--- config.mk ---
export PLATFORM = sky130hd
export DESIGN_NAME = cpu_sequencer_flat
export DESIGN_NICKNAME = d
export VERILOG_FILES = /design/src/rtl/cpu_sequencer_if.sv /design/src/rtl/cpu_sequencer.sv /design/src/flat_wrapper.sv
export SDC_FILE = /design/constraint.sdc
export NUM_CORES = 1
export LEC_CHECK = 0
export ABC_CLOCK_PERIOD_IN_PS = 4700
export BUFFER_PORTS_ARGS = -buffer_cell sky130_fd_sc_hd__buf_2
export CAP_MARGIN = 20
export CORE_MARGIN = 1
export CORE_UTILIZATION = 55
export DETAILED_ROUTE_END_ITERATION = 8
export HOLD_SLACK_MARGIN = 0.1
export MAX_ROUTING_LAYER = met4
export PLACE_DENSITY = 0.72
export SKIP_CTS_REPAIR_TIMING = 1
export SLEW_MARGIN = 10
export SYNTH_ARGS = -nofsm -noshare
export SYNTH_HDL_FRONTEND = slang
export SYNTH_SLANG_ARGS = --single-unit
--- constraint.sdc ---
create_clock -name clk -period 4.7 [get_ports clk]
set_input_delay 1.41 -clock clk [delete_from_list [all_inputs] [get_ports clk]]
set_output_delay 1.41 -clock clk [all_outputs]
set_load 0.02 [all_outputs]
--- src/rtl/cpu_sequencer_if.sv ---
// rtl/cpu_sequencer_if.sv - program load, control and instruction-presentation bundle for cpu_sequencer
interface cpu_sequencer_if #(
    parameter int ADDR_W  = 4,
    parameter int INSTR_W = 8
);
    logic               restart;
    logic               load_we;
    logic [ADDR_W-1:0]  load_addr;
    logic [INSTR_W-1:0] load_data;
    logic               run;
    logic               step;
    logic [ADDR_W-1:0]  pc;
    logic [INSTR_W-1:0] instr;
    logic               exec;
    logic               busy;
    logic               halted;

    modport master (
        output restart, load_we, load_addr, load_data, run, step,
        input  pc, instr, exec, busy, halted
    );

    modport slave (
        input  restart, load_we, load_addr, load_data, run, step,
        output pc, instr, exec, busy, halted
    );
endinterface

--- src/rtl/cpu_sequencer.sv ---
// rtl/cpu_sequencer.sv - fetch/execute sequencer with loadable program RAM, free-run, single-step, jump and halt
module cpu_sequencer #(
    parameter int ADDR_W  = 4,
    parameter int INSTR_W = 8
) (
    input  logic            clk,
    input  logic            rst,
    cpu_sequencer_if.slave  bus
);
    localparam int DEPTH = 1 << ADDR_W;

    typedef enum logic [1:0] {S_IDLE, S_FETCH, S_EXEC, S_HALT} state_t;

    state_t             state_q, state_d;
    logic [ADDR_W-1:0]  pc_q, pc_d;
    logic [INSTR_W-1:0] instr_q, instr_d;
    logic               exec_q, exec_d;
    logic               busy_q, busy_d;
    logic               halted_q, halted_d;
    logic               step_mode_q, step_mode_d;

    logic [INSTR_W-1:0] mem [DEPTH];
    logic [INSTR_W-1:0] mem_rd;
    logic [3:0]         fetch_op;
    logic [3:0]         exec_op;
    logic               mem_we;

    assign mem_rd   = mem[pc_q];
    assign fetch_op = mem_rd[INSTR_W-1 -: 4];
    assign exec_op  = instr_q[INSTR_W-1 -: 4];

    always_comb begin
        state_d     = state_q;
        pc_d        = pc_q;
        instr_d     = instr_q;
        exec_d      = 1'b0;
        step_mode_d = step_mode_q;
        mem_we      = 1'b0;

        if (bus.restart) begin
            state_d     = S_IDLE;
            pc_d        = '0;
            step_mode_d = 1'b0;
        end else begin
            case (state_q)
                S_IDLE: begin
                    if (bus.load_we) begin
                        mem_we = 1'b1;
                    end else if (bus.run) begin
                        state_d     = S_FETCH;
                        step_mode_d = 1'b0;
                    end else if (bus.step) begin
                        state_d     = S_FETCH;
                        step_mode_d = 1'b1;
                    end
                end
                // Strobe is decided here so exec is a flop aligned with instr in EXEC.
                S_FETCH: begin
                    instr_d = mem_rd;
                    exec_d  = (fetch_op < 4'hE);
                    state_d = S_EXEC;
                end
                S_EXEC: begin
                    case (exec_op)
                        4'hE:    pc_d = instr_q[ADDR_W-1:0];
                        4'hF:    pc_d = pc_q;
                        default: pc_d = pc_q + ADDR_W'(1);
                    endcase
                    if (exec_op == 4'hF)
                        state_d = S_HALT;
                    else if (!step_mode_q && bus.run)
                        state_d = S_FETCH;
                    else
                        state_d = S_IDLE;
                end
                S_HALT: begin
                    mem_we = bus.load_we;
                end
                default: state_d = S_IDLE;
            endcase
        end

        busy_d   = (state_d == S_FETCH) || (state_d == S_EXEC);
        halted_d = (state_d == S_HALT);
    end

    always_ff @(posedge clk or negedge rst) begin
        if (!rst) begin
            state_q     <= S_IDLE;
            pc_q        <= '0;
            instr_q     <= '0;
            exec_q      <= 1'b0;
            busy_q      <= 1'b0;
            halted_q    <= 1'b0;
            step_mode_q <= 1'b0;
        end else begin
            state_q     <= state_d;
            pc_q        <= pc_d;
            instr_q     <= instr_d;
            exec_q      <= exec_d;
            busy_q      <= busy_d;
            halted_q    <= halted_d;
            step_mode_q <= step_mode_d;
        end
    end

    // Program contents deliberately survive rst.
    always_ff @(posedge clk) begin
        if (mem_we)
            mem[bus.load_addr] <= bus.load_data;
    end

    assign bus.pc     = pc_q;
    assign bus.instr  = instr_q;
    assign bus.exec   = exec_q;
    assign bus.busy   = busy_q;
    assign bus.halted = halted_q;
endmodule
--- src/flat_wrapper.sv ---
// flat-port wrapper written by rule: the top's interface ports become plain ports
module cpu_sequencer_flat 
#(
    parameter int ADDR_W  = 4,
    parameter int INSTR_W = 8
)
  (clk, rst, bus_restart, bus_load_we, bus_load_addr, bus_load_data, bus_run, bus_step, bus_pc, bus_instr, bus_exec, bus_busy, bus_halted);
  cpu_sequencer_if #(.ADDR_W(ADDR_W), .INSTR_W(INSTR_W)) bus_i ();
  input  logic clk;
  input  logic rst;
  input wire logic [$bits(bus_i.restart)-1:0] bus_restart;
  input wire logic [$bits(bus_i.load_we)-1:0] bus_load_we;
  input wire logic [$bits(bus_i.load_addr)-1:0] bus_load_addr;
  input wire logic [$bits(bus_i.load_data)-1:0] bus_load_data;
  input wire logic [$bits(bus_i.run)-1:0] bus_run;
  input wire logic [$bits(bus_i.step)-1:0] bus_step;
  output wire logic [$bits(bus_i.pc)-1:0] bus_pc;
  output wire logic [$bits(bus_i.instr)-1:0] bus_instr;
  output wire logic [$bits(bus_i.exec)-1:0] bus_exec;
  output wire logic [$bits(bus_i.busy)-1:0] bus_busy;
  output wire logic [$bits(bus_i.halted)-1:0] bus_halted;
  assign bus_i.restart = bus_restart;
  assign bus_i.load_we = bus_load_we;
  assign bus_i.load_addr = bus_load_addr;
  assign bus_i.load_data = bus_load_data;
  assign bus_i.run = bus_run;
  assign bus_i.step = bus_step;
  assign bus_pc = bus_i.pc;
  assign bus_instr = bus_i.instr;
  assign bus_exec = bus_i.exec;
  assign bus_busy = bus_i.busy;
  assign bus_halted = bus_i.halted;
  cpu_sequencer #(.ADDR_W(ADDR_W), .INSTR_W(INSTR_W)) u_core (.clk(clk), .rst(rst), .bus(bus_i));
endmodule
==> flow_summary_export.csv, run 1 <==
group,metric,value,unit
run_status,run_status,"finished clean",
yosys,synth_largest_area_cell,"sky130_fd_sc_hd__edfxtp_1",
critical_path,worst-setup-path-type,"in -> reg",
timing,fin_setup_tns,0,ns
drt,met3WireLength,800,um
critical_path,crit_fanout,11,
die,i_o_pins,33,
power_and_ir_drop,total_leakage_power,0.00229,uW
drt,wl_per_cell,25.1,um
global_route,grt_use_total,25.3,%
timing,final.min_clock_period,3.19,ns
yosys,netlist_top_cells_count,"128 x sky130_fd_sc_hd__edfxtp_1, 24 x sky130_fd_sc_hd__nand2_1, 19 x sky130_fd_sc_hd__mux4_1, 18 x sky130_fd_sc_hd__dfrtp_1",
die,die_height,106,um
critical_path,worst-endpoint-arrival,3.32,ns
die,initial_core_util,57.0,%
die,floorplan.rows,37,
critical_path,critical_path.endpoint_type,"flip-flop",
cells_and_area,diodes,0,
global_route,grt_first_pass_wirelength,18700,um
die,dieWidth,106,um
timing,final-max-slew-violation-count,0,
timing,achievable-frequency,314,MHz
place,dp_worst_setup_slack,1.07,ns
cells_and_area,num-fill-cells,714,
clocking,tritoncts.num_buffers,17,
yosys,combinational_family_with_the_most_area_after_synthesis,"multiplexers",
yosys,netlist_instances,306,
critical_path,setup.worst_path.start_class,"input pin",
power_and_ir_drop,switching_power,787,uW
clocking,clock-sinks,146,
power_and_ir_drop,p_seq_share,49.0,%
drt,total_wire_length,12500,um
yosys,netlist.area_leader.share,65.0,%
critical_path,r2r_path_end,"u_core.mem[12][1]",
critical_path,r2r.worst_path.cells,5,
critical_path,timing.critical_path.required,4.83,ns
cells_and_area,drive_gt1_share,25.6,%
place,detailed_place.area,6190,sq um
yosys,synth_seq_area_share,72.7,%
timing,setup_repair_after_global_routing_missed_its_margin,"false",
timing,layout_worst_path_cycle_share,67.9,%
yosys,synthesis.nets,330,
power_and_ir_drop,power_density,459,nW/um^2
yosys,post_synth_main_area_contributors,"sky130_fd_sc_hd__edfxtp_1 65%, sky130_fd_sc_hd__mux4_1 8.4%, sky130_fd_sc_hd__dfrtp_1 7.6%",
cells_and_area,flow.area_growth_from_synthesis,14.1,%
place,post-dp-hpwl,8090,um
cells_and_area,finish.net_count,374,
critical_path,worst_setup_path_startpoint,"bus_restart",
clocking,buffer_cell_driving_the_clock_tree_root,"sky130_fd_sc_hd__clkbuf_8",
yosys,synth-warning-count,0,
power_and_ir_drop,relative_contribution_of_combinational_cells_to_total_power,12.7,%
drt,route.vias.total,3039,
global_route,antenna_found_initial,0,
timing,fin_skew,0.00869,ns
yosys,post_synthesis_mean_instance_area,19.3,sq um
global_route,grt_pass1_vias,3041,
job,max_cap_violations,0,
power_and_ir_drop,cellInternalPower,2310,uW
die,floorplan.core_area,10400,sq um
global_route,grt_start_max_net_pins,40,
drt,viasPerCell,6.09,
power_and_ir_drop,worst_ir_drop_vdd,0.232,mV
yosys,distinct_cells_synth,37,
power_and_ir_drop,clockPowerShare,38.3,%
drt,detail_route.first_pass.iterations,5,
yosys,synthXorXnorAreaFrac,0,%
power_and_ir_drop,switching_share,25.4,%
yosys,ys_ff_latch,146,
critical_path,r2r_slack,1.79,ns
critical_path,r2r-start,"u_core.state_q[0]",
critical_path,timing.critical_path.to,"u_core.mem[12][1]",
place,buffer_ports.inserted,32,
timing,slew_headroom,28.4,%
clocking,cts_buffer_depth,2,
yosys,number_of_synthesized_flops_with_an_enable_pin,128,
yosys,synth_compound_gate_area_share,2.86,%
drt,top_layer,"met4",
drt,drtAntennaViolNets,0,
place,gpl.final_weighted_congestion,0.853,
drt,drc,0,
timing,total_count_of_hold_check_failures_in_the_final_report,0,
yosys,yosys.area_share.adder,1.27,%
clocking,tritoncts_clock_tree,"yes",
die,fp.dieArea,11200,sq um
timing,worst_slew_pin_slew,1.07,ns
yosys,synth_top_flop_cell,"sky130_fd_sc_hd__edfxtp_1",
yosys,synth_simple_gate_area_share,5.40,%
clocking,worst_skew_pair.late_latency,0.52,ns
yosys,yosys-mux-area-fraction,16.2,%
worst_hold_path,min-delay-path-class,"reg -> reg",
global_route,globalRouteOverflowTotal,0,
yosys,post-synth-top-count-cell,"sky130_fd_sc_hd__edfxtp_1",
timing,finalHoldWorstSlack,0.527,ns
drt,drt-met1-wl,5240,um
cells_and_area,fin_area,6740,sq um
yosys,postSynth.asyncResetShare,12.3,%
drt,initialDrtViolationCount,360,
clocking,cts.clk_slew.worst_paths,0.06,ns
yosys,synth_area,5910,sq um
clocking,htree_num_levels,4,
timing,timing.final.ws_setup,1.51,ns
drt,wl_met2,6230,um
timing,setup_viol,0,
per-layer routing:
metal	global-route usage, %	up-vias
li1	-	1331
met1	33.2	1559
met2	39.1	132
met3	5.50	17
met4	10.2	0
met5	-	-
layout by cell type, fill, tap and decap left out, drive strengths merged, types with 4 or more instances in the layout:
cell type  netlist  layout
edfxtp         128     128
buf              5      37
mux4            36      36
nand2           24      24
clkbuf           7      21
nor2            18      18
dfrtp           18      18
o21ai            9       9
inv              5       8
nand2b           6       6
nor3             6       6
ha               6       6
a21oi            5       5
mux2             4       4
clkinvlp         0       4
clkinv           0       4
cells by family (layout without fill, tap and decap cells):
family / Yosys count / in the layout
flip-flops: 146 / 146
AND/OR/NAND/NOR: 67 / 67
multiplexers: 43 / 43
AO/OA/AOI/OAI: 27 / 27
buffers and inverters: 17 / 74
adder cells (fa/ha/maj): 6 / 6
how the worst min path moves through the flow:
stage / start / end / cells after the start
detailed placement: u_core.bus.instr[3] / u_core.bus.instr[3] / 2
finish: u_core.bus.instr[3] / u_core.bus.instr[3] / 2
global placement: u_core.bus.instr[3] / u_core.bus.instr[3] / 2
CTS: u_core.bus.instr[0] / u_core.bus.instr[0] / 2
floorplan: u_core.step_mode_q / u_core.step_mode_q / 2
global route: u_core.bus.instr[0] / u_core.bus.instr[0] / 2
critical path, cell delays in order:
cell                       delay [ns]
sky130_fd_sc_hd__buf_2           0.16
sky130_fd_sc_hd__nor4bb_1        0.62
sky130_fd_sc_hd__nand2_1         0.26
sky130_fd_sc_hd__nor3_1          0.87
flip-flops by register name, indices dropped and copies added (netlist names):
register            flops
u_core.bus.busy         1
u_core.bus.exec         1
u_core.bus.halted       1
u_core.bus.instr        8
u_core.bus.pc           4
u_core.mem            128
u_core.state_q          2
u_core.step_mode_q      1
stage by stage:
step,utilization [%],power [uW],std cells
final,65.0,3100,499
after global routing,65.0,3200,499
after CTS,64.8,3110,498
after detailed placement,59.7,1930,466
after global placement,59.7,1920,466
after floorplan,-,1800,306
power by group through the flow:
stage	clock, uW	combinational (uW)	sequential [uW]
final	1190	393	1520
after global routing	1250	428	1520
after CTS	1200	377	1530
after detailed placement	0	374	1560
after global placement	0	368	1550
after floorplan	0	221	1570
area by class of cell:
cell class                 count  area, sq um  share of cell area (%)
sequential                   146         4300                    63.7
multi-input combinational    143         1520                    22.5
tap                          136          170                    2.52
inverter                       5         18.8                   0.278
clock buffer                  21          449                    6.66
timing repair buffer          37          210                    3.12
clock inverter                11         80.1                    1.19
No activity file was read; power rests on OpenSTA's default activity.
==> run 2, diff against run 1 <==
ABC_AREA = 1   (was default)
ABC_CLOCK_PERIOD_IN_PS = 3000   (was 4700)
clock period = 3 ns   (was 4.7 ns; I/O delays follow)
==> flow_summary_export.csv, run 2 <==
group,metric,value,unit
power_and_ir_drop,finalPower,5200,uW
critical_path,r2r.worst_path.cells,8,
die,initial_core_util,56.9,%
yosys,netlist.area_leader.share,62.0,%
yosys,distinct_cells_synth,25,
cells_and_area,max_ffs_per_register,128,
power_and_ir_drop,power_density,729,nW/um^2
power_and_ir_drop,cellInternalPower,3830,uW
yosys,synth_area,6190,sq um
drt,viasPerCell,5.79,
critical_path,r2r_path_end,"u_core.bus.exec",
clocking,cts_buffer_depth,2,
yosys,synth_seq_area_share,69.3,%
yosys,synth_top_flop_cell,"sky130_fd_sc_hd__edfxtp_1",
yosys,synth_largest_area_cell,"sky130_fd_sc_hd__edfxtp_1",
clocking,tritoncts_clock_tree,"yes",
cells_and_area,finish.net_count,629,
power_and_ir_drop,total_leakage_power,0.00289,uW
timing,fin_setup_tns,0,ns
yosys,synthesis.nets,583,
cells_and_area,top_register,"u_core.mem",
clocking,worst_skew_pair.late_latency,0.53,ns
die,die_height,108,um
critical_path,r2r_slack,0.87,ns
critical_path,timing.critical_path.slowest_cell_delay,0.67,ns
global_route,globalRouteOverflowTotal,0,
timing,setup_repair_after_global_routing_missed_its_margin,"false",
drt,wl_per_cell,19.2,um
yosys,number_of_synthesized_flops_with_an_enable_pin,128,
drt,total_wire_length,14600,um
cells_and_area,mostFrequentLayoutCell,"sky130_fd_sc_hd__nand2_1",
yosys,postSynth.asyncResetShare,12.3,%
timing,setup_viol,0,
die,floorplan.core_area,10900,sq um
power_and_ir_drop,switching_power,1360,uW
drt,met3WireLength,1210,um
power_and_ir_drop,clockPowerShare,40.2,%
yosys,post-synth-top-count-cell,"sky130_fd_sc_hd__nand2_1",
job,max_cap_violations,0,
timing,timing.final.ws_setup,0.637,ns
clocking,buffer_cell_driving_the_clock_tree_root,"sky130_fd_sc_hd__clkbuf_8",
timing,achievable-frequency,423,MHz
timing,slew_headroom,59.5,%
cells_and_area,flow.area_growth_from_synthesis,15.0,%
critical_path,crit_fanout,24,
global_route,antenna_found_initial,0,
critical_path,slowest_stage,"sky130_fd_sc_hd__dfrtp_2",
global_route,grt_start_max_net_pins,62,
critical_path,critical_path.endpoint_type,"output port",
place,dp_worst_setup_slack,0.802,ns
critical_path,timing.critical_path.required,2.10,ns
worst_hold_path,min-delay-path-class,"in -> async",
clocking,clock-sinks,146,
place,buffer_ports.inserted,32,
yosys,netlist_top_cells_count,"175 x sky130_fd_sc_hd__nand2_1, 128 x sky130_fd_sc_hd__edfxtp_1, 101 x sky130_fd_sc_hd__nand3_1, 37 x sky130_fd_sc_hd__inv_1, 28 x sky130_fd_sc_hd__nor2_1",
timing,worst_slew_pin_slew,0.608,ns
die,i_o_pins,33,
cells_and_area,diodes,0,
yosys,post_synth_main_area_contributors,"sky130_fd_sc_hd__edfxtp_1 62%, sky130_fd_sc_hd__nand2_1 11%, sky130_fd_sc_hd__nand3_1 8.2%",
place,gpl.final_weighted_congestion,0.895,
drt,initialDrtViolationCount,509,
yosys,ys_ff_latch,146,
timing,final.min_clock_period,2.36,ns
cells_and_area,drive_gt1_share,14.4,%
timing,fin_skew,0.00760,ns
cells_and_area,layout.cells.most_common_list,"175 x sky130_fd_sc_hd__nand2_1, 128 x sky130_fd_sc_hd__edfxtp_1, 101 x sky130_fd_sc_hd__nand3_1",
timing,total_count_of_hold_check_failures_in_the_final_report,0,
drt,drt-met1-wl,5980,um
drt,drtAntennaViolNets,0,
drt,drc,0,
power_and_ir_drop,relative_contribution_of_combinational_cells_to_total_power,13.9,%
critical_path,setup.worst_path.start_class,"flip-flop",
power_and_ir_drop,p_seq_share,45.9,%
place,post-dp-hpwl,9200,um
drt,detail_route.first_pass.iterations,6,
yosys,post_synthesis_mean_instance_area,11.1,sq um
global_route,grt_first_pass_wirelength,22200,um
clocking,cts.clk_slew.worst_paths,0.06,ns
power_and_ir_drop,worst_ir_drop_vdd,0.448,mV
critical_path,worst-endpoint-arrival,1.46,ns
global_route,grt_use_total,27.9,%
yosys,synth-warning-count,0,
run_status,run_status,"finished clean",
die,floorplan.rows,38,
critical_path,worst_path_dominant_cell_family,"flip-flops",
critical_path,worst-setup-path-type,"reg -> out",
die,fp.dieArea,11700,sq um
timing,final-max-slew-violation-count,0,
cells_and_area,finish.utilization,65.4,%
critical_path,timing.critical_path.cells,"buf_2",
global_route,grt_pass1_vias,4241,
die,dieWidth,108,um
clocking,tritoncts.num_buffers,17,
critical_path,r2r-start,"u_core.bus.pc[0]",
clocking,htree_num_levels,4,
critical_path,timing.critical_path.buf_inv,1,
drt,route.vias.total,4387,
drt,wl_met2,6840,um
yosys,netlist_instances,559,
drt,top_layer,"met4",
power_and_ir_drop,switching_share,26.2,%
timing,layout_worst_path_cycle_share,78.8,%
run 2: cell types whose count changed after synthesis, sizes merged, moves of 5 or more:
cell / previous run / this run
inv: 5 / 40
nand2: 24 / 175
mux4: 36 / 0
nand3: 1 / 101
nor2: 18 / 28
buf: 5 / 24
nand2b: 6 / 0
a21oi: 5 / 13
nor3: 6 / 1
clkbuf: 7 / 2
run 2: power by group through the flow:
stage	clock, uW	combinational [uW]	sequential, uW
6_report	2090	721	2390
2_1_floorplan	0	434	2470
3_5_place_dp	0	712	2430
5_1_grt	2190	793	2400
4_1_cts	2100	717	2390
3_3_place_gp	0	692	2420
run 2: final cells by class:
cell class | count | area (sq um)
clock buffer | 26 | 542
clock inverter | 6 | 62.6
fill | 802 | 3760
inverter | 41 | 156
multi-input combinational | 346 | 1580
sequential | 146 | 4300
tap | 140 | 175
timing repair buffer | 53 | 318
run 2: layer usage:
layer	vias to the layer above	track usage (%)
met5	-	-
met4	0	15.6
met3	49	6.15
met2	244	41.0
met1	2094	36.2
li1	2000	-
run 2: worst max path at each step:
stage / start / depth (start not counted) / to / slack [ns]
CTS: u_core.bus.pc[0] / 1 / bus_pc[0] / 0.61
global route: u_core.bus.pc[0] / 1 / bus_pc[0] / 0.57
floorplan: bus_restart / 3 / u_core.mem[10][0] / 0.84
detailed placement: bus_restart / 6 / u_core.mem[15][3] / 0.80
global placement: bus_restart / 6 / u_core.mem[15][6] / 0.80
finish: u_core.bus.pc[0] / 1 / bus_pc[0] / 0.64
run 2: cell families after synthesis:
family | count (synthesis) | synth area share, %
simple gates | 309 | 21.2
flops | 146 | 69.3
buf+inv | 67 | 5.25
compound gates | 28 | 2.57
fa+ha+maj | 6 | 1.21
mux | 2 | 0.323
xor+xnor | 1 | 0.141
run 2: worst register-to-register path: cells and delay by family, from the launching register on:
kind / cells / cell delay (ns)
buffers and inverters: 1 / 0.53
DFF: 1 / 0.67
and+or+nand+nor: 7 / 0.80
run 2: metrics by stage:
stage	instance area [sq um]	instances	hold slack (ns)
after floorplan	6190	559	0.481
after global placement	6520	726	0.513
after detailed placement	6520	726	0.514
after CTS	7120	758	0.289
after global routing	7120	758	0.310
final	7120	758	0.294
==> run 3, diff against run 2 <==
ABC_AREA = 0   (was 1)
ABC_CLOCK_PERIOD_IN_PS = 2200   (was 3000)
clock period = 2.2 ns   (was 3 ns; I/O delays follow)
==> flow_summary_export.csv, run 3 (synthesis gave the netlist of run 1 again) <==
group,metric,value,unit
job,max_cap_violations,0,
critical_path,timing.critical_path.required,2.43,ns
run_status,run_status,"finished clean",
timing,final-max-slew-violation-count,0,
drt,drtAntennaViolNets,0,
timing,total_count_of_hold_check_failures_in_the_final_report,0,
clocking,cts_buffer_depth,2,
power_and_ir_drop,total_leakage_power,0.00253,uW
critical_path,r2r-start,"u_core.state_q[0]",
power_and_ir_drop,finalPower,6990,uW
die,dieWidth,106,um
die,i_o_pins,33,
cells_and_area,fin_area,7150,sq um
timing,worst_slew_pin_slew,0.519,ns
global_route,globalRouteOverflowTotal,0,
critical_path,timing.critical_path.buf_inv,3,
place,buffer_ports.inserted,32,
worst_hold_path,min-delay-path-class,"in -> reg",
clocking,tritoncts.num_buffers,17,
global_route,grt_use_total,24.1,%
clocking,worst_skew_pair.late_latency,0.52,ns
global_route,grt_pass1_vias,3264,
timing,final.min_clock_period,2.12,ns
worst_hold_path,timing.hold.worst.start,"bus_run",
power_and_ir_drop,worst_ir_drop_vdd,0.546,mV
timing,setup_repair_after_global_routing_missed_its_margin,"true",
critical_path,r2r.worst_path.cells,7,
cells_and_area,diodes,0,
critical_path,slowest_stage,"sky130_fd_sc_hd__dfrtp_1",
critical_path,crit_fanout,5,
critical_path,setup.worst_path.start_class,"flip-flop",
timing,setup_viol,0,
cells_and_area,final_cells,534,
place,dp.cells,502,
power_and_ir_drop,power_density,978,nW/um^2
place,detailed_place.area,6510,sq um
cells_and_area,mostFrequentLayoutCell,"sky130_fd_sc_hd__edfxtp_1",
cells_and_area,max_ffs_per_register,128,
critical_path,critical_path.endpoint_type,"flip-flop",
critical_path,worst-setup-path-type,"reg -> reg",
drt,initialDrtViolationCount,258,
drt,viasPerCell,5.85,
critical_path,worst-endpoint-arrival,2.35,ns
place,gpl.final_weighted_congestion,0.823,
cells_and_area,flow.area_growth_from_synthesis,20.9,%
critical_path,crit_path_frequent_cell,"sky130_fd_sc_hd__buf_4",
critical_path,r2r_path_end,"u_core.mem[6][6]",
clocking,htree_num_levels,4,
clocking,cts.clk_slew.worst_paths,0.06,ns
clocking,tritoncts_clock_tree,"yes",
critical_path,r2r_slack,0.08,ns
drt,total_wire_length,11600,um
cells_and_area,top_register,"u_core.mem",
worst_hold_path,min_to,"u_core.step_mode_q",
cells_and_area,finish.net_count,410,
cells_and_area,finish.utilization,68.9,%
timing,fin_skew,0.00729,ns
clocking,clock-sinks,146,
global_route,grt_start_max_net_pins,36,
critical_path,timing.critical_path.cells,"inv_1, ha_1, nor4bb_1, buf_4, nand2b_1, nor2_2, buf_4",
drt,wl_per_cell,21.8,um
timing,achievable-frequency,471,MHz
critical_path,worst_path_dominant_cell_family,"simple AND/OR/NAND/NOR gates",
drt,drc,0,
drt,detail_route.first_pass.iterations,4,
die,initial_core_util,57.0,%
global_route,antenna_found_initial,0,
cells_and_area,drive_gt1_share,34.2,%
clocking,buffer_cell_driving_the_clock_tree_root,"sky130_fd_sc_hd__clkbuf_8",
die,floorplan.core_area,10400,sq um
critical_path,timing.critical_path.slowest_cell_delay,0.39,ns
timing,layout_worst_path_cycle_share,96.4,%
global_route,grt_first_pass_wirelength,18200,um
cells_and_area,layout.cells.most_common_list,"128 x sky130_fd_sc_hd__edfxtp_1, 37 x sky130_fd_sc_hd__buf_4, 32 x sky130_fd_sc_hd__buf_2",
timing,slew_headroom,65.4,%
place,post-dp-hpwl,8020,um
die,die_height,106,um
drt,route.vias.total,3124,
die,fp.dieArea,11200,sq um
die,floorplan.rows,37,
worst_hold_path,whs_path_depth,2,
==> run 3: cell count changes in the layout (fill, tap and decap cells not counted), moves of 5 or more <==
cell | previous run | this run
sky130_fd_sc_hd__nand2_1 | 175 | 24
sky130_fd_sc_hd__nand3_1 | 101 | 1
sky130_fd_sc_hd__inv_1 | 37 | 4
sky130_fd_sc_hd__mux4_1 | 0 | 19
sky130_fd_sc_hd__mux4_2 | 0 | 17
sky130_fd_sc_hd__buf_4 | 21 | 37
sky130_fd_sc_hd__nor2_1 | 28 | 14
sky130_fd_sc_hd__a21oi_1 | 13 | 5
sky130_fd_sc_hd__nand2b_1 | 0 | 6
sky130_fd_sc_hd__o21ai_0 | 4 | 9
==> run 3: worst max path at each step <==
stage                           start               end  slack (ns)  depth (start not counted)
floorplan           u_core.state_q[0]  u_core.mem[4][0]        0.02                          5
finish              u_core.state_q[0]  u_core.mem[6][6]        0.08                          7
detailed placement        bus_restart  u_core.mem[1][5]        0.04                          6
CTS                 u_core.state_q[0]  u_core.mem[6][6]        0.05                          7
global route        u_core.state_q[0]  u_core.mem[6][6]      -0.007                          7
global placement          bus_restart  u_core.mem[6][6]        0.06                          6
==> run 3: layout make-up <==
| class | count | area, sq um |
|---|---|---|
| inverter | 5 | 18.8 |
| fill | 668 | 3220 |
| sequential | 146 | 4300 |
| clock inverter | 14 | 190 |
| clock buffer | 17 | 414 |
| multi-input combinational | 143 | 1550 |
| timing repair buffer | 73 | 508 |
| tap | 136 | 170 |
==> run 3: power by group <==
group,internal [uW],switching [uW]
Clock,1830,1070
Sequential,3130,93.6
Combinational,388,483
==> run 3: per-layer routing <==
layer,part of all wire (%),vias to the layer above,track usage (%)
li1,-,1404,-
met1,42,1589,30.1
met2,50,110,37.3
met3,5.2,21,6.43
met4,2.7,0,11.0
met5,0,-,-
==> run 3: through the flow <==
step	hold slack (ns)	worst slack [ns]	TNS, ns
6_report	0.345	0.0790	0
5_1_grt	0.339	-0.00740	-0.0477
4_1_cts	0.0466	0.0490	0
3_5_place_dp	0.494	0.0395	0
3_3_place_gp	0.489	0.0594	0
2_1_floorplan	0.364	0.0205	0
